[src/rtl/unstriping.sv]
// -----------------------------------------------------------------------------
// unstriping
//   Receive-side inverse of the two-lane striper. Words arriving on lane_0 and
//   lane_1 are buffered in small per-lane FIFOs, which absorb inter-lane skew.
//   They are merged back into a single stream on clk_2f, strictly alternating
//   lane 0, lane 1, lane 0, ...  One merged word per cycle at peak.
//
// Configuration macro:
//   UNSTRIPING_CNT_EN  when defined, adds the CNT_W parameter and the
//                      word_count output (number of words emitted, wrapping).
//
// Parameters:
//   DATA_W      word width of each lane and of data_out
//   FIFO_DEPTH  words per lane FIFO (power of two, >= 2)
//   CNT_W       width of word_count (UNSTRIPING_CNT_EN only)
//
// Ports:
//   clk_2f      in   single clock, rising edge
//   reset       in   asynchronous active-high reset; clears all state
//   lane_0      in   lane 0 word, sampled when valid_0 = 1
//   valid_0     in   lane 0 word valid
//   lane_1      in   lane 1 word, sampled when valid_1 = 1
//   valid_1     in   lane 1 word valid
//   data_out    out  merged word (registered, holds when valid_out = 0)
//   valid_out   out  data_out valid this cycle (registered)
//   overflow    out  sticky: a word was dropped on a full lane FIFO
//   word_count  out  words emitted (UNSTRIPING_CNT_EN only)
// -----------------------------------------------------------------------------
module unstriping #(
  parameter int DATA_W     = 32,
  parameter int FIFO_DEPTH = 4
`ifdef UNSTRIPING_CNT_EN
  , parameter int CNT_W    = 16
`endif
) (
  input  logic              clk_2f,
  input  logic              reset,
  input  logic [DATA_W-1:0] lane_0,
  input  logic              valid_0,
  input  logic [DATA_W-1:0] lane_1,
  input  logic              valid_1,
  output logic [DATA_W-1:0] data_out,
  output logic              valid_out,
  output logic              overflow
`ifdef UNSTRIPING_CNT_EN
  , output logic [CNT_W-1:0] word_count
`endif
);

  localparam int             PTR_W   = $clog2(FIFO_DEPTH);
  localparam logic [PTR_W:0] DEPTH_C = (PTR_W + 1)'(FIFO_DEPTH);

  typedef enum logic {
    S_L0,  // next word comes from lane 0
    S_L1   // next word comes from lane 1
  } state_t;

  state_t r_state;
  state_t w_state_next;

  logic [DATA_W-1:0] w_lane   [2];
  logic [DATA_W-1:0] w_head   [2];
  logic [1:0]        w_valid;
  logic [1:0]        w_push;
  logic [1:0]        w_pop;
  logic [1:0]        w_full;
  logic [1:0]        w_nempty;
  logic              w_drop;

  logic [DATA_W-1:0] r_data_out;
  logic              r_valid_out;
  logic              r_overflow;

  assign w_lane[0] = lane_0;
  assign w_lane[1] = lane_1;
  assign w_valid   = {valid_1, valid_0};

  // ---------------------------------------------------------------------------
  // Per-lane FIFOs. Full/empty come from an occupancy counter (0..FIFO_DEPTH),
  // so the pointers can stay log2(FIFO_DEPTH) bits and simply wrap.
  // ---------------------------------------------------------------------------
  for (genvar g = 0; g < 2; g++) begin : g_fifo
    logic [DATA_W-1:0] r_mem [FIFO_DEPTH];
    logic [PTR_W-1:0]  r_wr_ptr;
    logic [PTR_W-1:0]  r_rd_ptr;
    logic [PTR_W:0]    r_count;

    assign w_full[g]   = (r_count == DEPTH_C);
    assign w_nempty[g] = (r_count != '0);
    assign w_head[g]   = r_mem[r_rd_ptr];
    // A full FIFO still accepts a word when its head leaves on the same edge.
    assign w_push[g]   = w_valid[g] && (!w_full[g] || w_pop[g]);

    // NOTE: storage has no reset; the reset occupancy counter is what marks
    // its contents as invalid, and leaving it out keeps it plain RAM.
    always_ff @(posedge clk_2f) begin
      if (w_push[g]) r_mem[r_wr_ptr] <= w_lane[g];
    end

    always_ff @(posedge clk_2f or posedge reset) begin
      if (reset) begin
        r_wr_ptr <= '0;
        r_rd_ptr <= '0;
        r_count  <= '0;
      end else begin
        if (w_push[g]) r_wr_ptr <= r_wr_ptr + 1'b1;
        if (w_pop[g])  r_rd_ptr <= r_rd_ptr + 1'b1;
        case ({w_push[g], w_pop[g]})
          2'b10:   r_count <= r_count + 1'b1;
          2'b01:   r_count <= r_count - 1'b1;
          default: r_count <= r_count;
        endcase
      end
    end
  end

  // A word is lost only when its FIFO is full and is not draining this edge.
  assign w_drop = |(w_valid & w_full & ~w_pop);

  // ---------------------------------------------------------------------------
  // Lane-select FSM. The pop decision looks only at occupancy before the edge,
  // so a word written at edge N can leave at edge N+1 at the earliest. The FSM
  // never skips a lane: a waiting lane 1 word stalls behind an empty lane 0.
  // ---------------------------------------------------------------------------
  // NOTE: sequential state uses non-blocking assignments so every register
  // samples pre-edge values regardless of block ordering.
  always_ff @(posedge clk_2f or posedge reset) begin
    if (reset) r_state <= S_L0;
    else       r_state <= w_state_next;
  end

  // NOTE: every output of this block gets a default first, so no path can
  // leave one unassigned and infer a latch.
  always_comb begin
    w_state_next = r_state;
    w_pop        = '0;
    case (r_state)
      S_L0: if (w_nempty[0]) begin
        w_pop[0]     = 1'b1;
        w_state_next = S_L1;
      end
      S_L1: if (w_nempty[1]) begin
        w_pop[1]     = 1'b1;
        w_state_next = S_L0;
      end
      default: w_state_next = S_L0;
    endcase
  end

  // ---------------------------------------------------------------------------
  // Registered output stage. data_out holds its last word across idle cycles.
  // ---------------------------------------------------------------------------
  always_ff @(posedge clk_2f or posedge reset) begin
    if (reset) begin
      r_data_out  <= '0;
      r_valid_out <= 1'b0;
      r_overflow  <= 1'b0;
    end else begin
      r_valid_out <= |w_pop;
      if (|w_pop)  r_data_out <= w_pop[1] ? w_head[1] : w_head[0];
      if (w_drop)  r_overflow <= 1'b1;
    end
  end

  assign data_out  = r_data_out;
  assign valid_out = r_valid_out;
  assign overflow  = r_overflow;

`ifdef UNSTRIPING_CNT_EN
  logic [CNT_W-1:0] r_word_count;

  // Counts every edge that raises valid_out; wraps naturally at 2^CNT_W.
  always_ff @(posedge clk_2f or posedge reset) begin
    if (reset)       r_word_count <= '0;
    else if (|w_pop) r_word_count <= r_word_count + 1'b1;
  end

  assign word_count = r_word_count;
`endif

endmodule

[config.mk]
export PLATFORM = sky130hd
export DESIGN_NAME = unstriping
export DESIGN_NICKNAME = d
export VERILOG_FILES = /design/src/rtl/unstriping.sv
export SDC_FILE = /design/constraint.sdc
export NUM_CORES = 1
export LEC_CHECK = 0
export CAP_MARGIN = 15
export CORE_ASPECT_RATIO = 2
export CORE_UTILIZATION = 25
export DETAILED_ROUTE_END_ITERATION = 6
export GPL_TIMING_DRIVEN = 1
export SETUP_SLACK_MARGIN = 0.5
export SLEW_MARGIN = 20
export SYNTH_ARGS = -nofsm -noshare
export SYNTH_HDL_FRONTEND = slang
export SYNTH_SLANG_ARGS = --single-unit
[constraint.sdc]
create_clock -name clk_2f -period 2.9 [get_ports clk_2f]
set_input_delay 0.29 -clock clk_2f [delete_from_list [all_inputs] [get_ports clk_2f]]
set_output_delay 0.29 -clock clk_2f [all_outputs]
set_load 0.05 [all_outputs]
==> results.yml, run 1 <==
sta:
  slew_violations: 0
  tns_ns: 0
  min_period_ns: 2.14
  whs_ns: 0.0962
  fmax_mhz: 468
  setup_ws_ns: 0.762
  rsz0062_at_grt: "no"
  fin_crit_sh_pct: 73.7
  final-setup-viol-count: 0
  tightest_slew_ns: 0.871
  clock_skew_ns: 0.0130
  relSlewSlack_pct: 42.0
  hold_viol: 0
cts:
  clkSinkCount: 305
  clkLatencyLatePin_ns: 0.53
  cts_buffers: 24
  clk_pin_slew_ns: 0.07
  clk_path_buf_depth: 3
  cts.repair.resized: 0
  cts_max_level: 1
  cts_tree: "done"
  ctsHoldBuffers: 0
  root_buffer: "clkbuf_16"
  postCtsSetupRepairBufs: 0
drt:
  route.detailed.drc: 0
  routed_via_density: 4.19
  ant_nets: 0
  first_iter_violations: 324
  wirelength_mm: 25.1
  route.vias.total: 5570
  post_drt_wl_per_cell_um: 18.9
  dr.pass1.iters: 4
die:
  floorplan.die_area_mm2: 0.0476
  rows: 111
  io_pins: 102
  dieHeight_um: 308
  design.core.area_mm2: 0.0460
  start_util_pct: 25.4
  die_x_um: 155
setup_path:
  crit_buf_inv: 1
  crit_chain: "clkdlybuf4s50_1"
  crit_type: "reg2out"
  worstSetupStartpointType: "flop"
  cp.arrival_ns: 1.85
  crit_path_end: "data_out[6]"
  crit_fanout: 2
  worstPathRequired_ns: 2.61
  r2r_start: "r_state$_DFF_PP0_"
  critical_path.top_delay_family: "buffers and inverters"
  critPathCaptureType: "output pin"
  reg2reg_depth: 5
  ff2ff_setup_slack_ns: 0.80
  crit_path_max_incr_delay_ns: 0.85
  rr_endpoint: "g_fifo[1].r_count[2]$_DFFE_PP0P_"
  startpoint: "data_out[6]$_DFFE_PP0P_"
  cpMaxStageDelayCell: "clkdlybuf4s50_1"
  cp_num_cells: 1
pwr:
  ir_worst_vdd_mv: 0.490
  power.switching_mw: 5.12
  p_per_area_mw_per_mm2: 1060
  clockPowerShare_pct: 22.6
  seqPwrFrac_pct: 43.4
  power_leakage_nw: 4.87
  power.internal_mw: 10.1
  p_comb_share_pct: 34.0
  swShare_pct: 33.7
logic_synthesis:
  synth_cells: 563
  avgSynthCellArea_um2: 20.7
  ys_types: 40
  syn_nets: 641
  yosys_warnings: 0
  synthTopCellsByArea: "edfxtp_1 (66%), dfrtp_1 (11%), mux4_2 (8.3%), mux4_1 (4.7%), nand2_1 (2.3%)"
  syn_area_mm2: 0.0117
  synth_top_cell_area_share_pct: 65.8
  ys_ff_latch: 305
  ys_seq_area_share_pct: 76.3
  synth_top_area_cell: "edfxtp_1"
run_status:
  outcome: "complete, no violations"
cells_and_area:
  drive_above_1_share_pct: 17.8
  fin_area_mm2: 0.0143
  syn2layout_area_growth_pct: 22.7
  multi_input_area_mm2: 0.00251
  final_common_cell: "edfxtp_1"
  diodes: 0
  fin_cells: 1328
  layout_common_cells: "edfxtp_1 (256), clkdlybuf4s50_1 (101), nand2_1 (71)"
  regArea_mm2: 0.00892
  fin_nets: 767
  fillCellCount: 4397
global_routing:
  gr-usage-all-layers_pct: 10.8
  globalRouteMet2Util_pct: 20.4
  antenna_found_initial: 1
  overflow: 0
  busiest_layer: "met2"
  grt_max_degree: 35
  grt_pass1_wl_mm: 37.7
  use_met1_pct: 12.0
  grtUsageMet3_pct: 1.87
  grt_pass1_vias: 5951
min_path:
  hp-class: "in2async"
placement:
  pre_cts_ws_ns: 0.793
  postPlaceCellArea_mm2: 0.0135
  placedCellCount: 1284
  gp_congestion: 0.710
  hpwl_mm: 17.9
  port-buffer-count: 101
flow_run:
  cap_violations: 0
-- registers in the layout, summed over array words and instances, names as in the netlist --
| name | count |
|---|---|
| g_fifo.r_mem | 256 |
| data_out | 32 |
| g_fifo.r_count | 6 |
| g_fifo.r_rd_ptr | 4 |
| g_fifo.r_wr_ptr | 4 |
| overflow | 1 |
| r_state | 1 |
| valid_out | 1 |
-- power groups by stage --
stage	logic, mW	registers [mW]	clock network, mW
finish	5.17	6.59	3.44
global route	5.58	6.72	3.66
CTS	5.32	6.63	3.52
detailed placement	5.31	6.72	0
global placement	5.27	6.67	0
floorplan	3.06	7.14	0
-- synth_stat cells, drive strengths merged --
| cell type | count |
|---|---|
| a21oi | 2 |
| a22oi | 32 |
| a31o | 1 |
| a31oi | 1 |
| a41oi | 1 |
| and2 | 8 |
| buf | 23 |
| clkbuf | 3 |
| dfrtp | 49 |
| dlymetal6s2s | 1 |
| edfxtp | 256 |
| fa | 2 |
| ha | 8 |
| inv | 12 |
| mux2i | 3 |
| mux4 | 64 |
| nand2 | 71 |
| nand2b | 2 |
| nand3b | 1 |
| nand4 | 1 |
| nor2 | 2 |
| nor2b | 1 |
| nor3 | 1 |
| nor4b | 1 |
| o21ai | 3 |
| o31a | 1 |
| o31ai | 2 |
| or3 | 1 |
| xnor2 | 6 |
| xor2 | 4 |
-- worst min-delay path by stage --
stage	start	end	slack (ns)	depth (start not counted)
floorplan	lane_0[0]	g_fifo[0].r_mem[0][0]$_DFFE_PP_	0.39	0
global placement	data_out[5]$_DFFE_PP0P_	data_out[5]$_DFFE_PP0P_	0.45	2
detailed placement	data_out[5]$_DFFE_PP0P_	data_out[5]$_DFFE_PP0P_	0.46	2
CTS	reset	data_out[28]$_DFFE_PP0P_	0.12	2
global route	reset	data_out[27]$_DFFE_PP0P_	0.16	2
finish	reset	data_out[28]$_DFFE_PP0P_	0.1	2
-- layout make-up --
type	instances	share of cell area [%]
Clock buffer	31	4.60
Multi-Input combinational cell	219	17.5
Tap cell	621	5.43
Sequential cell	305	62.3
Timing Repair Buffer	127	8.68
Inverter	12	0.315
Clock inverter	13	1.20
-- per-stage QoR --
stage          utilization, %  power, mW
2_1_floorplan               -       10.2
3_3_place_gp             29.3       11.9
3_5_place_dp             29.3       12.0
4_1_cts                  31.2       15.5
5_1_grt                  31.2       16.0
6_report                 31.2       15.2
-- kinds of logic after synthesis --
group / after synthesis / share of synthesized area, %
mux: 67 / 13.3
xor+xnor: 10 / 0.750
simple gates: 89 / 3.33
compound gates: 43 / 2.75
buf+inv: 39 / 2.34
fa+ha+maj: 10 / 1.20
flops: 305 / 76.3
-- layer usage --
| metal | routed length [um] | vias to the layer above |
|---|---|---|
| met1 | 9470 | 2934 |
| li1 | - | 2494 |
| met4 | 475 | 2 |
| met2 | 13900 | 113 |
| met5 | 13 | - |
| met3 | 1240 | 27 |
(Power assumes the default switching activity.)
==> run 2: changes to the inputs <==
==> constraint.sdc (replaced) <==
create_clock -name clk_2f -period 2.15 [get_ports clk_2f]
set_input_delay 0.215 -clock clk_2f [delete_from_list [all_inputs] [get_ports clk_2f]]
set_output_delay 0.215 -clock clk_2f [all_outputs]
set_load 0.05 [all_outputs]
==> run 2 against run 1 <==
Net effect: critical path depth increased by 4; first-iteration DRC count increased by 15%; clock skew up 0.011 ns; clock power grew 31%; routed wire length grew 27%; worst hold slack worse by 0.071 ns; die area did not move; flip-flop and latch count unchanged; non-clock buffer count increased by 59; global-route usage increased by 2.0 points; sequential power up 33%; via count increased by 6.7%; critical path type is now reg2reg; critical endpoint is now data_out[22]$_DFFE_PP0P_; largest cell class unchanged; largest power group is now combinational logic; highest routed layer unchanged.
==> results.yml, run 2 (same netlist as run 1, synthesis figures left out) <==
run_status:
  outcome: "complete, no violations"
pwr:
  ir_worst_vdd_mv: 0.647
  p_per_area_mw_per_mm2: 1520
  power_leakage_nw: 5.47
cells_and_area:
  fin_nets: 826
  fin_area_mm2: 0.0156
  largest_register_ffs: 256
  fin_cells: 1390
  utilization_pct: 34.0
  final_common_cell: "edfxtp_1"
  drive_above_1_share_pct: 38.8
  syn2layout_area_growth_pct: 34.0
  layout_common_cells: "edfxtp_1 (256), clkdlybuf4s50_1 (67), mux4_2 (57)"
  top_register: "g_fifo.r_mem"
drt:
  ant_nets: 0
  route.vias.total: 5943
  dr.pass1.iters: 4
  post_drt_wl_per_cell_um: 22.8
  route.detailed.drc: 0
  wirelength_mm: 31.8
  first_iter_violations: 372
  routed_via_density: 4.28
setup_path:
  crit_type: "reg2reg"
  worstSetupStartpointType: "flop"
  crit_fanout: 8
  critPathCaptureType: "flop"
  worstPathRequired_ns: 2.57
  cp.arrival_ns: 2.14
sta:
  tightest_slew_ns: 0.534
  whs_ns: 0.0249
  rsz0062_at_grt: "yes"
  fin_crit_sh_pct: 79.9
  final-setup-viol-count: 0
  min_period_ns: 1.72
  relSlewSlack_pct: 64.3
  fmax_mhz: 582
  hold_viol: 0
  tns_ns: 0
  clock_skew_ns: 0.0236
  slew_violations: 0
cts:
  cts_max_level: 1
  clkLatencyLatePin_ns: 0.54
  clk_pin_slew_ns: 0.08
  root_buffer: "clkbuf_16"
  clkSinkCount: 305
  ctsHoldBuffers: 0
  cts_tree: "done"
  clk_path_buf_depth: 3
  cts_buffers: 24
global_routing:
  overflow: 0
  antenna_found_initial: 3
  grt_pass1_vias: 6470
  grt_max_degree: 32
  gr-usage-all-layers_pct: 12.8
  grt_pass1_wl_mm: 43.7
placement:
  placedCellCount: 1296
  hpwl_mm: 19.8
  postPlaceCellArea_mm2: 0.0138
  port-buffer-count: 101
  gp_congestion: 0.751
die:
  design.core.area_mm2: 0.0460
  die_x_um: 155
  rows: 111
  floorplan.die_area_mm2: 0.0476
  io_pins: 102
  dieHeight_um: 308
  start_util_pct: 25.4
min_path:
  hp-class: "in2async"
flow_run:
  cap_violations: 0
==> run 2: cell count changes in the layout (fill, tap and decap cells not counted), sizes merged <==
| cell | delta |
|---|---|
| buf | +51 |
| clkdlybuf4s15 | +12 |
| bufinv | -1 |
| clkinv | +5 |
| clkbuf | +26 |
| clkdlybuf4s50 | -34 |
| diode | +3 |
==> run 2: metal layers <==
layer | part of all wire [%] | wire (um) | GRT usage (%) | vias to the layer above
li1 | - | - | - | 2612
met1 | 32 | 10000 | 12.1 | 3135
met2 | 60 | 19100 | 26.4 | 148
met3 | 4.8 | 1520 | 2.38 | 44
met4 | 3.5 | 1120 | 4.44 | 4
met5 | 0.082 | 26 | 0 | -
==> run 2: stage by stage <==
stage	worst slack, ns	power, mW
global placement	0.105	16.5
floorplan	0.375	13.8
global route	0.386	24.7
CTS	0.338	22.8
detailed placement	0.0811	16.7
finish	0.432	23.7
==> run 2: final timing paths <==
check                                                  startpoint                               end  slack (ns)  cells after the start
worst min register to register            data_out[4]$_DFFE_PP0P_           data_out[4]$_DFFE_PP0P_        0.47                      2
worst max register to register  g_fifo[0].r_rd_ptr[0]$_DFFE_PP0N_          data_out[22]$_DFFE_PP0P_        0.43                      5
worst max-delay path            g_fifo[0].r_rd_ptr[0]$_DFFE_PP0N_          data_out[22]$_DFFE_PP0P_        0.43                      5
worst min-delay path                                        reset          data_out[21]$_DFFE_PP0P_        0.02                      2
max in group asynchronous                                   reset  g_fifo[0].r_count[2]$_DFFE_PP0P_        1.51                      3
min in group clk_2f                                     lane_0[6]   g_fifo[0].r_mem[0][6]$_DFFE_PP_        0.32                      1
==> run 2: cell type report <==
class | count | area, um2
Sequential cell | 305 | 8920
Multi-Input combinational cell | 219 | 2820
Tap cell | 621 | 777
Clock inverter | 17 | 180
Timing Repair Buffer | 186 | 2280
Antenna cell | 3 | 7.51
Inverter | 12 | 45.0
Clock buffer | 27 | 612
Fill cell | 4295 | 30300
==> run 2: power breakdown <==
group,leakage [nW],switching (mW),internal (mW)
clock,0.378,2.05,2.44
combinational,2.17,5.64,4.79
sequential,2.91,0.777,8.01
total,5.47,8.47,15.2
==> run 2: critical path, cell delays in order (launching register included) <==
cell	delay [ns]
dfrtp_2	0.41
buf_12	0.14
clkbuf_16	0.18
mux4_2	0.54
a22oi_1	0.26
nand2_2	0.07
==> run 2: what timing repair did <==
action,4_1_cts,5_1_grt
pin swaps,18,20
cloned,9,11
setup buffers,17,10
gates resized for setup,128,107
setup endpoints to repair,319,245
endpoints found under the hold margin,0,0
==> run 3: changes to the inputs <==
==> constraint.sdc (replaced) <==
create_clock -name clk_2f -period 1.6 [get_ports clk_2f]
set_input_delay 0.16 -clock clk_2f [delete_from_list [all_inputs] [get_ports clk_2f]]
set_output_delay 0.16 -clock clk_2f [all_outputs]
set_load 0.05 [all_outputs]
==> run 3 against run 2 <==
Net effect: the flow now finishes with violations (negative setup slack); fmax is 2.0% higher; total power grew 45%; register-to-register slack got worse by 0.52 ns; critical endpoint is now data_out[26]$_DFFE_PP0P_; sequential power grew 33%; critical path type unchanged; largest power group unchanged.
==> results.yml, run 3 (same netlist as run 1, synthesis figures left out) <==
setup_path:
  worstSetupStartpointType: "flop"
  crit_top_cell: "buf_4"
  crit_fanout: 7
  crit_chain: "buf_4, clkbuf_16, buf_4, mux4_2, a22oi_2, nand2_1"
  startpoint: "g_fifo[1].r_rd_ptr[0]$_DFFE_PP0N_"
  cp.arrival_ns: 2.11
  cpMaxStageDelayCell: "mux4_2"
  critPathCaptureType: "flop"
  r2r_start: "g_fifo[1].r_rd_ptr[0]$_DFFE_PP0N_"
  crit_path_max_incr_delay_ns: 0.50
  crit_type: "reg2reg"
  critical_path.top_delay_family: "multiplexers"
  worstPathRequired_ns: 2.02
  crit_buf_inv: 3
cts:
  clkSinkCount: 305
  cts_buffers: 25
  root_buffer: "clkbuf_16"
  cts_tree: "done"
  clk_path_buf_depth: 3
  clkLatencyLatePin_ns: 0.55
  clk_pin_slew_ns: 0.08
  cts_max_level: 1
sta:
  hold_viol: 0
  fin_crit_sh_pct: 105
  setup_ws_ns: -0.0832
  final-setup-viol-count: 167
  min_period_ns: 1.68
  fmax_mhz: 594
  clock_skew_ns: 0.0185
  relSlewSlack_pct: 79.1
  tns_ns: -6.86
  rsz0062_at_grt: "yes"
  tightest_slew_ns: 0.312
  slew_violations: 0
cells_and_area:
  fin_area_mm2: 0.0167
  fillCellCount: 4188
  regArea_mm2: 0.00893
  drive_above_1_share_pct: 48.1
  layout_common_cells: "edfxtp_1 (256), buf_4 (79), clkdlybuf4s50_1 (67)"
  largest_register_ffs: 256
  fin_cells: 1476
  multi_input_area_mm2: 0.00286
  top_register: "g_fifo.r_mem"
  fin_nets: 913
  syn2layout_area_growth_pct: 43.0
  final_common_cell: "edfxtp_1"
die:
  io_pins: 102
  die_x_um: 155
  start_util_pct: 25.4
  rows: 111
  dieHeight_um: 308
  floorplan.die_area_mm2: 0.0476
  design.core.area_mm2: 0.0460
drt:
  dr.pass1.iters: 4
  route.vias.total: 6225
  ant_nets: 0
  post_drt_wl_per_cell_um: 20.8
  wirelength_mm: 30.7
  first_iter_violations: 287
  route.detailed.drc: 0
  routed_via_density: 4.22
run_status:
  outcome: "complete, but fails checks"
  violations: "negative setup slack"
pwr:
  ir_worst_vdd_mv: 0.878
  p_per_area_mw_per_mm2: 2060
  power_leakage_nw: 5.96
  p_total_mw: 34.4
placement:
  port-buffer-count: 101
  postPlaceCellArea_mm2: 0.0141
  gp_congestion: 0.745
  placedCellCount: 1323
  hpwl_mm: 19.6
flow_run:
  cap_violations: 0
global_routing:
  grt_max_degree: 26
  antenna_found_initial: 3
  gr-usage-all-layers_pct: 12.2
  grt_pass1_vias: 6661
  grt_pass1_wl_mm: 41.8
  overflow: 0
min_path:
  hold_start: "lane_0[22]"
  hp-class: "in2reg"
## run 3: changes by cell type in the layout (fill, tap and decap cells not counted), moves of 5 or more
cell and delta:
clkbuf_2 -21, buf_4 +56, nand2_4 -7, dfrtp_2 +6
dfrtp_1 -5, buf_12 +18, a22oi_1 -8, nand2_2 +7
clkinv_1 -5, clkdlybuf4s15_2 -8, buf_8 +7, buf_6 +44
a22oi_2 +8
## run 3: path summary, 6_finish.rpt
check	end	slack [ns]	cells past startpoint
max in group asynchronous	data_out[28]$_DFFE_PP0P_	0.56	5
setup reg to reg	data_out[26]$_DFFE_PP0P_	-0.08	6
hold / removal	g_fifo[0].r_mem[0][22]$_DFFE_PP_	0.24	1
setup / recovery	data_out[26]$_DFFE_PP0P_	-0.08	6
min in group asynchronous	data_out[15]$_DFFE_PP0P_	0.65	4
hold reg to reg	data_out[29]$_DFFE_PP0P_	0.51	2
## run 3: layout make-up
cell class / instances / area share (%)
Clock buffer: 33 / 3.99
Antenna cell: 1 / 0.0150
Tap cell: 621 / 4.66
Timing Repair Buffer: 272 / 19.6
Clock inverter: 13 / 0.795
Inverter: 12 / 0.292
Sequential cell: 305 / 53.5
Multi-Input combinational cell: 219 / 17.1
## run 3: worst register-to-register path: stages, from the launching register on
cell and delay [ns]:
dfrtp_2 0.40, buf_4 0.15, clkbuf_16 0.17, buf_4 0.12
mux4_2 0.50, a22oi_2 0.15, nand2_1 0.08
## run 3: layer usage
layer,GRT usage [%],vias to the layer above,share of wire (%)
li1,-,2781,-
met1,11.5,3275,34
met2,25.2,125,60
met3,2.07,42,3.6
met4,4.37,2,3.1
met5,0,-,0.042
## run 3: metrics by stage
stage	hold slack [ns]	util, %	worst slack, ns
after CTS	0.230	34.3	-0.0829
final	0.243	36.3	-0.0832
after detailed placement	0.461	30.6	-0.201
after global routing	0.247	36.3	-0.128
after global placement	0.464	30.6	-0.205
after floorplan	0.196	-	-0.0496
## run 3: repair_timing
action / in CTS / in global routing
buffers inserted: 35 / 57
pin swaps: 10 / 21
hold buffers: 1 / 0
gates cloned: 7 / 6
setup endpoints to repair: 339 / 362
hold endpoints to repair: 8 / 0
resized for setup: 104 / 79
## run 3: power by group
group	internal [mW]	switching [mW]
Combinational	8.56	8.07
Sequential	10.8	0.950
Clock	3.29	2.81
Total	22.6	11.8
